`src/rtl/bcd_clock_ctrl.sv`:
```
// Six-digit BCD time-of-day counter with prescaler, run/pause, validated load,
// 12/24-hour display, hh:mm alarm and day-rollover pulse. Time is held in 24-hour BCD.
module bcd_clock_ctrl #(
  parameter int CLK_PER_SEC = 1
) (
  input  logic       clk,
  input  logic       rst,
  input  logic       run,
  input  logic       mode12,
  input  logic       load,
  input  logic [3:0] ld_ms_hr,
  input  logic [3:0] ld_ls_hr,
  input  logic [3:0] ld_ms_min,
  input  logic [3:0] ld_ls_min,
  input  logic [3:0] ld_ms_sec,
  input  logic [3:0] ld_ls_sec,
  input  logic       alm_set,
  input  logic       alm_en,
  output logic [3:0] ms_hr,
  output logic [3:0] ls_hr,
  output logic [3:0] ms_min,
  output logic [3:0] ls_min,
  output logic [3:0] ms_sec,
  output logic [3:0] ls_sec,
  output logic       pm,
  output logic       sec_tick,
  output logic       day_tick,
  output logic       alarm_hit,
  output logic       load_err
);

  localparam int PW = (CLK_PER_SEC > 1) ? $clog2(CLK_PER_SEC) : 1;
  localparam logic [PW-1:0] PMAX = PW'(CLK_PER_SEC - 1);

  logic [PW-1:0] presc;
  logic [3:0]    t_h1, t_h0, t_m1, t_m0, t_s1, t_s0;
  logic [3:0]    a_h1, a_h0, a_m1, a_m0;
  logic [3:0]    n_h1, n_h0, n_m1, n_m0, n_s1, n_s0;
  logic          sec_adv;
  logic          ld_ok;
  logic          al_ok;
  logic          roll;
  logic          hit;
  logic [6:0]    hr_bin;
  logic [6:0]    hr_d;

  assign sec_adv = run && (presc == PMAX);

  // Hour check rejects 24..29 as well as non-BCD digits.
  assign ld_ok = (ld_ms_hr <= 4'd2) && (ld_ls_hr <= 4'd9) &&
                 !((ld_ms_hr == 4'd2) && (ld_ls_hr > 4'd3)) &&
                 (ld_ms_min <= 4'd5) && (ld_ls_min <= 4'd9) &&
                 (ld_ms_sec <= 4'd5) && (ld_ls_sec <= 4'd9);

  assign al_ok = (ld_ms_hr <= 4'd2) && (ld_ls_hr <= 4'd9) &&
                 !((ld_ms_hr == 4'd2) && (ld_ls_hr > 4'd3)) &&
                 (ld_ms_min <= 4'd5) && (ld_ls_min <= 4'd9);

  always_comb begin
    n_h1 = t_h1;
    n_h0 = t_h0;
    n_m1 = t_m1;
    n_m0 = t_m0;
    n_s1 = t_s1;
    n_s0 = t_s0;
    if (t_s0 != 4'd9) begin
      n_s0 = t_s0 + 4'd1;
    end else begin
      n_s0 = 4'd0;
      if (t_s1 != 4'd5) begin
        n_s1 = t_s1 + 4'd1;
      end else begin
        n_s1 = 4'd0;
        if (t_m0 != 4'd9) begin
          n_m0 = t_m0 + 4'd1;
        end else begin
          n_m0 = 4'd0;
          if (t_m1 != 4'd5) begin
            n_m1 = t_m1 + 4'd1;
          end else begin
            n_m1 = 4'd0;
            if ((t_h1 == 4'd2) && (t_h0 == 4'd3)) begin
              n_h1 = 4'd0;
              n_h0 = 4'd0;
            end else if (t_h0 == 4'd9) begin
              n_h0 = 4'd0;
              n_h1 = t_h1 + 4'd1;
            end else begin
              n_h0 = t_h0 + 4'd1;
            end
          end
        end
      end
    end
  end

  assign roll = (t_h1 == 4'd2) && (t_h0 == 4'd3) && (t_m1 == 4'd5) &&
                (t_m0 == 4'd9) && (t_s1 == 4'd5) && (t_s0 == 4'd9);
  assign hit  = alm_en && (n_h1 == a_h1) && (n_h0 == a_h0) && (n_m1 == a_m1) &&
                (n_m0 == a_m0) && (n_s1 == 4'd0) && (n_s0 == 4'd0);

  always_ff @(posedge clk) begin
    if (rst) begin
      presc     <= '0;
      t_h1      <= 4'd0;
      t_h0      <= 4'd0;
      t_m1      <= 4'd0;
      t_m0      <= 4'd0;
      t_s1      <= 4'd0;
      t_s0      <= 4'd0;
      a_h1      <= 4'd0;
      a_h0      <= 4'd0;
      a_m1      <= 4'd0;
      a_m0      <= 4'd0;
      sec_tick  <= 1'b0;
      day_tick  <= 1'b0;
      alarm_hit <= 1'b0;
      load_err  <= 1'b0;
    end else begin
      sec_tick  <= 1'b0;
      day_tick  <= 1'b0;
      alarm_hit <= 1'b0;
      load_err  <= (load && !ld_ok) || (alm_set && !al_ok);
      // Any load strobe takes the cycle; a coincident second is dropped.
      if (load) begin
        if (ld_ok) begin
          t_h1  <= ld_ms_hr;
          t_h0  <= ld_ls_hr;
          t_m1  <= ld_ms_min;
          t_m0  <= ld_ls_min;
          t_s1  <= ld_ms_sec;
          t_s0  <= ld_ls_sec;
          presc <= '0;
        end
      end else if (run) begin
        if (sec_adv) begin
          presc     <= '0;
          t_h1      <= n_h1;
          t_h0      <= n_h0;
          t_m1      <= n_m1;
          t_m0      <= n_m0;
          t_s1      <= n_s1;
          t_s0      <= n_s0;
          sec_tick  <= 1'b1;
          day_tick  <= roll;
          alarm_hit <= hit;
        end else begin
          presc <= presc + PW'(1);
        end
      end
      if (alm_set && al_ok) begin
        a_h1 <= ld_ms_hr;
        a_h0 <= ld_ls_hr;
        a_m1 <= ld_ms_min;
        a_m0 <= ld_ls_min;
      end
    end
  end

  assign hr_bin = (7'(t_h1) * 7'd10) + 7'(t_h0);
  assign pm     = (hr_bin >= 7'd12);

  always_comb begin
    ms_hr  = t_h1;
    ls_hr  = t_h0;
    ms_min = t_m1;
    ls_min = t_m0;
    ms_sec = t_s1;
    ls_sec = t_s0;
    hr_d   = hr_bin - 7'd12;
    if (mode12) begin
      if (hr_bin == 7'd0) begin
        ms_hr = 4'd1;
        ls_hr = 4'd2;
      end else if (hr_bin > 7'd12) begin
        if (hr_d >= 7'd10) begin
          ms_hr = 4'd1;
          ls_hr = 4'(hr_d - 7'd10);
        end else begin
          ms_hr = 4'd0;
          ls_hr = 4'(hr_d);
        end
      end
    end
  end

endmodule

```
`config.mk`:
```
export PLATFORM = sky130hd
export DESIGN_NAME = bcd_clock_ctrl
export DESIGN_NICKNAME = d
export VERILOG_FILES = /design/src/rtl/bcd_clock_ctrl.sv
export SDC_FILE = /design/constraint.sdc
export NUM_CORES = 1
export LEC_CHECK = 0
export ABC_AREA = 1
export CORE_MARGIN = 2
export CORE_UTILIZATION = 30
export DETAILED_ROUTE_END_ITERATION = 16
export GPL_ROUTABILITY_DRIVEN = 0
export GPL_TIMING_DRIVEN = 0
export SETUP_SLACK_MARGIN = 0.1
export SLEW_MARGIN = 40
export SYNTH_ARGS = -nofsm -noshare
export SYNTH_HDL_FRONTEND = slang
export SYNTH_SLANG_ARGS = --single-unit
```
`constraint.sdc`:
```
create_clock -name clk -period 3.08 [get_ports clk]
set_clock_uncertainty 0.1 [all_clocks]
set_input_delay 0.616 -clock clk [delete_from_list [all_inputs] [get_ports clk]]
set_output_delay 0.616 -clock clk [all_outputs]
set_load 0.005 [all_outputs]
```
# Word level (Yosys, flattened, before mapping)
# Cells that the tools add are included.
word_totals:
  regBits: 45
  input_bits: 31
op_classes:
  magnitude_cmp: 10
  muxes: 59
  multipliers: 1
  n_reduce_logical: 35
  n_eq_ne: 17
  add_sub_neg: 10
  n_bitwise: 3
op_table:
  columns: ["op", "n"]
  rows:
  - ["$mux 4", 53]
  - ["$add 4x1->4 const B", 6]
  - ["$logic_and 1x1->1", 22]
  - ["$eq 4x4->1", 4]
  - ["$ge 7x4->1 const B", 2]
  - ["$eq 4x2->1 const B", 3]
  - ["$eq 4x4->1 const B", 3]
  - ["$le 4x4->1 const B", 3]
  - ["$eq 4x3->1 const B", 2]
  - ["$le 4x3->1 const B", 2]
  - ["$logic_not 4->1", 2]
  - ["$ne 4x3->1 const B", 2]
  - ["$ne 4x4->1 const B", 2]
  - ["$add 7x4->7", 1]
  - ["$gt 7x4->1 const B", 1]
  - ["$logic_not 7->1", 1]
  - ["$sub 7x4->7 const B", 1]
  - ["$mul 4x3->6 const B", 1]
  - ["$mux 1", 6]
  - ["$gt 4x2->1 const B", 1]
  - ["$le 4x2->1 const B", 1]
  - ["$reduce_bool 2->1", 2]
  - ["$reduce_or 4->1", 1]
  - ["$sub 4x4->4 const B", 1]
  - ["other kinds (8)", 12]

# Depth between registers and ports, before layout
# Gate-level depths: netlist of run 1.
depth:
  ltp_word: 14
  ltp_mapped: 16

# Worst setup path after synthesis of run 1
# No wires, ideal clock.
synth_path:
  path_type: "register -> output"
  startpoint: "register t_h1[1]"
  endpoint: "output port ls_hr[1]"
  t_required_ns: 2.364
  path_stages_with_launch: 14
  path_buffers: 0
  t_arrival_ns: 2.348
  path_slack_ns: 0.016
  cell_sequence: "dfxtp_1 -> ha_1 -> ha_1 -> inv_1 -> fa_1 -> inv_1 -> nand3_1 -> nand2_1 -> nand2_1 -> nor3_1 -> nand2_1 -> inv_1 -> a21oi_1 -> a21oi_1"
synth_via:
  elab_chain_cells: 8
  elab_cells_between_ends: 10
synth_lines:
  columns: ["element", "line_no", "source"]
  rows:
  - ["from (decl)", "36", "logic [3:0] t_h1, t_h0, t_m1, t_m0, t_s1, t_s0;"]
  - ["from (signal assigned)", "127", "t_h1 <= ld_ms_hr;"]
  - ["from (signal assigned)", "138", "t_h1 <= n_h1;"]
  - ["$mul 4x3->6 *", "160", "assign hr_bin = (7'(t_h1) * 7'd10) + 7'(t_h0);"]
  - ["$add 7x4->7 *", "160", null]
  - ["$sub 7x4->7", "170", "hr_d = hr_bin - 7'd12;"]
  - ["$ge 7x4->1", "176", "if (hr_d >= 7'd10) begin"]
  - ["$mux 4", "176", null]
  - ["$mux 4", "175", "end else if (hr_bin > 7'd12) begin"]
  - ["$mux 4 *", "172", "if (hr_bin == 7'd0) begin"]
  - ["$mux 4 *", "171", "if (mode12) begin"]
  - ["to (decl)", "20", "output logic [3:0] ls_hr,"]
# Mark *: on every way between the ends. The rest lies on a longest branch, timed or not.

# Worst setup path in the final report of run 1
layout_path:
  startpoint: "register t_h1[1]"
  endpoint: "output port ms_hr[0]"
layout_via:
  elab_chain_cells: 8
  elab_cells_between_ends: 10
layout_lines:
  columns: ["element", "line_no", "source"]
  rows:
  - ["$mul 4x3->6 *", "160", null]
  - ["$add 7x4->7 *", "160", null]
  - ["$sub 7x4->7", "170", null]
  - ["$ge 7x4->1", "176", null]
  - ["$mux 1", "176", null]
  - ["$mux 4", "175", null]
  - ["$mux 4 *", "172", null]
  - ["$mux 4 *", "171", null]
  - ["to (decl)", "19", "output logic [3:0] ms_hr,"]
# Marked as above.

==> reports/qor.csv, run 1 <==
metric;value;unit
run status;finished with violations;
violations in the final reports;negative setup slack;
unrepaired setup endpoints after global routing;true;
horizontal die dimension;111;um
cell chain of the critical path;ha_4, ha_4, inv_2, fa_2, inv_2, nand3_2, nand2_4, o21ai_4, nand4_1, buf_4, buf_4, buf_4, nand2_2, a21oi_2, buf_2;
Hold Slack;0.358;ns
Num CTS Buffers;5;
top-area cell type share of the netlist area;26.5;%
vias in the first global route;3868;
Adder-Cell Fraction of Synth Area;7.06;%
commonest non-fill, non-tap cell in the layout;sky130_fd_sc_hd__nand2_1;
vertical die dimension;111;um
Worst Path Arrival;2.76;ns
routed wire length per instance;14.9;um
main flop type after synthesis;sky130_fd_sc_hd__dfxtp_1;
area occupied by multi-input gates;2360;um^2
Final Cycle Share;113;%
end-of-flow core utilization;42.4;%
violation count after the first detailed-routing iteration;229;
number of filler cells placed in the layout;1143;
DR DRC count;0;
cell seen most often among critical-path stages;sky130_fd_sc_hd__buf_4;
CTS tree;yes;
net switching power figure;0.000515;W
Starting Density;31.1;%
register area share after synthesis;26.5;%
CP max stage delay;0.53;ns
Core Region;10900;um^2
clock latency on the worst-skew pair;0.28;ns
top area cells in the synthesized netlist;sky130_fd_sc_hd__dfxtp_1 (26%), sky130_fd_sc_hd__nand2_1 (16%), sky130_fd_sc_hd__nand3_1 (7.2%);
total power;0.00165;W
Die Area;12200;um^2
initial antenna violation count;0;
critical path buffer and inverter count;6;
EDFF count, synth;0;
clock edge transition at the registers on the reported setup and hold paths;0.06;ns
gate family responsible for the most delay along the worst path;adder cells;
Ports;60;
worst vdd rail ir drop;0.250;mV
Clock Sink Count;45;
class of the tightest hold or removal check;register to register;
H-tree levels;2;
synth warn;0;
startpoint type of the worst setup path;register;
final-report setup violation count;7;
number of distinct standard cells referenced by the synthesized netlist;35;
global-route total usage across every layer;18.6;%
highest clock rate;288;MHz
Hold-fix buffers, CTS;0;
cell count after synthesis;544;
Pwr per Cell Area;357;nW/um^2
Max Slew Vio Count;0;
largest net degree at the start of global routing;15;
relative area change from synthesis to final layout;36.2;%
average size of a mapped cell;6.26;um^2
DR vias/cell;5.08;
total number of vias;3898;
flip-flop and latch area;918;um^2
WS Path Type;register to output pin;
Final Worst Setup Slack;-0.395;ns
cell taking the most area after synthesis;sky130_fd_sc_hd__dfxtp_1;
root buffer cell;sky130_fd_sc_hd__clkbuf_16;
worst-path cell with the longest stage delay;sky130_fd_sc_hd__fa_2;
layout cells sized above 1;18.0;%
maxcap violations;0;
netlist area before placement;3400;um^2
flops & latches, synth;45;
count of antenna diodes in the layout;0;
clock share of power;33.6;%
P_int;0.00114;W
share of flip-flops with an asynchronous set or reset;0;%
HPWL Detailed;8.25;mm
final layout net count;676;
relative contribution of sequential cells to total power;38.3;%
number of core rows;38;
parity-gate share of the synthesized area counting xor and xnor cells;2.06;%
simple-gate portion of the synthesized area;38.7;%
router iterations before antenna repair;5;
Hold Vio Cnt, Final;0;
drt total wl;11.5;mm
combinational family with the most area after synthesis;simple AND/OR/NAND/NOR gates;
Min Clock Period, post-route;3.48;ns
global-route wire length before repair;18.6;mm
Synth Area in Compound Gates;15.6;%
share of synthesized area spent on multiplexers;0;%
switching power as a share of total power;31.1;%
required time of the critical path;2.36;ns
total nets after synthesis;593;
Worst slew margin;52.7;%
static leakage;2.00;nW
Slew @ Worst Pin;0.710;ns
antenna-violating nets left;0;
endpoint kind of the worst setup timing path;output pin;
I/O Buffers;58;
biggest fanout along the worst timing path;3;
global-route congestion overflow total;0;
combinational share of power;28.1;%
commonest cells after routing, fill and taps aside;sky130_fd_sc_hd__nand2_1 (137), sky130_fd_sc_hd__inv_1 (56), sky130_fd_sc_hd__clkdlybuf4s50_1 (50);
number of buffers between clock root and the deepest sink;2;
power by group through the flow:
stage	sequential, W	clock [W]	combinational (W)
3_5_place_dp	0.000650	0	0.000373
2_1_floorplan	0.000641	0	0.000213
3_3_place_gp	0.000649	0	0.000367
6_report	0.000633	0.000556	0.000465
5_1_grt	0.000637	0.000579	0.000515
4_1_cts	0.000633	0.000565	0.000447
per-stage QoR:
step	TNS (ns)	setup WS (ns)	cell area [um^2]	instances
floorplan	0	0.105	3420	544
CTS	-2.38	-0.419	4580	767
global route	-3.25	-0.512	4640	768
detailed placement	-5.24	-0.752	4170	742
global placement	-4.81	-0.701	4170	742
finish	-2.16	-0.395	4640	768
cell families after synthesis:
family / Yosys count
AOI/OAI and AO/OA: 97
xor gates and xnor gates: 8
adders and majority gates: 18
buffers and inverters: 87
DFF: 45
and+or+nand+nor: 289
worst min-delay path, cell delays in order, from the launching register on:
cell	delay (ns)
sky130_fd_sc_hd__dfxtp_1	0.32
sky130_fd_sc_hd__inv_1	0.05
sky130_fd_sc_hd__a21oi_1	0.05
Yosys cell counts, types with 7 or more instances:
cell type,number
sky130_fd_sc_hd__nand4_1,14
sky130_fd_sc_hd__inv_1,62
sky130_fd_sc_hd__o21ai_0,36
sky130_fd_sc_hd__ha_1,16
sky130_fd_sc_hd__nor3_1,8
sky130_fd_sc_hd__dfxtp_1,45
sky130_fd_sc_hd__clkbuf_1,12
sky130_fd_sc_hd__a21oi_1,42
sky130_fd_sc_hd__inv_2,7
sky130_fd_sc_hd__nand2_1,145
sky130_fd_sc_hd__nor2_1,44
sky130_fd_sc_hd__nand3_1,49
sky130_fd_sc_hd__o211ai_1,9
sky130_fd_sc_hd__xor2_1,8
flip-flops by register name, indices dropped and copies added (netlist names):
signal / count
ls_min: 4
ms_min: 4
load_err: 1
a_m0: 4
a_h0: 4
ls_sec: 4
t_h1: 4
ms_sec: 4
a_m1: 4
presc: 1
day_tick: 1
t_h0: 4
sec_tick: 1
alarm_hit: 1
a_h1: 4
final timing paths:
path	cells past startpoint	from	endpoint	slack [ns]
setup / recovery	15	t_h1[1]	ms_hr[0]	-0.40
hold / removal	2	a_m0[2]	a_m0[2]	0.36
setup reg to reg	13	t_h0[0]	alarm_hit	0.64
hold reg to reg	2	a_m0[2]	a_m0[2]	0.36
per-layer routing:
metal | vias up | track usage, % | part of all wire (%)
li1 | 1939 | - | -
met1 | 1801 | 23.3 | 44
met2 | 132 | 32.1 | 47
met3 | 26 | 2.47 | 4.8
met4 | 0 | 7.67 | 3.2
met5 | - | 0 | 0
layout make-up:
cell class	count	area share [%]
Timing Repair Buffer	76	14.9
Clock buffer	6	3.00
Tap cell	140	3.78
Inverter	69	5.59
Clock inverter	2	0.297
Multi-Input combinational cell	412	50.8
Buffer	18	1.81
Sequential cell	45	19.8
repair_timing:
| action | CTS | global route |
|---|---|---|
| pin swaps | 25 | 16 |
| resized for setup | 79 | 13 |
| setup endpoints to repair | 8 | 8 |
| setup buffers | 17 | 1 |
Note: power is estimated with default switching activity, not from simulation.
==> run 2, diff against run 1 <==
--- a/config.mk
+++ b/config.mk
@@ -8,6 +8,7 @@
 export ABC_AREA = 1
 export CORE_MARGIN = 2
 export CORE_UTILIZATION = 30
+export CTS_CLUSTER_DIAMETER = 40
 export DETAILED_ROUTE_END_ITERATION = 16
 export GPL_ROUTABILITY_DRIVEN = 0
 export GPL_TIMING_DRIVEN = 0
==> results of run 2 <==
The final DEF is identical to that of run 1; final timing and power are the same.
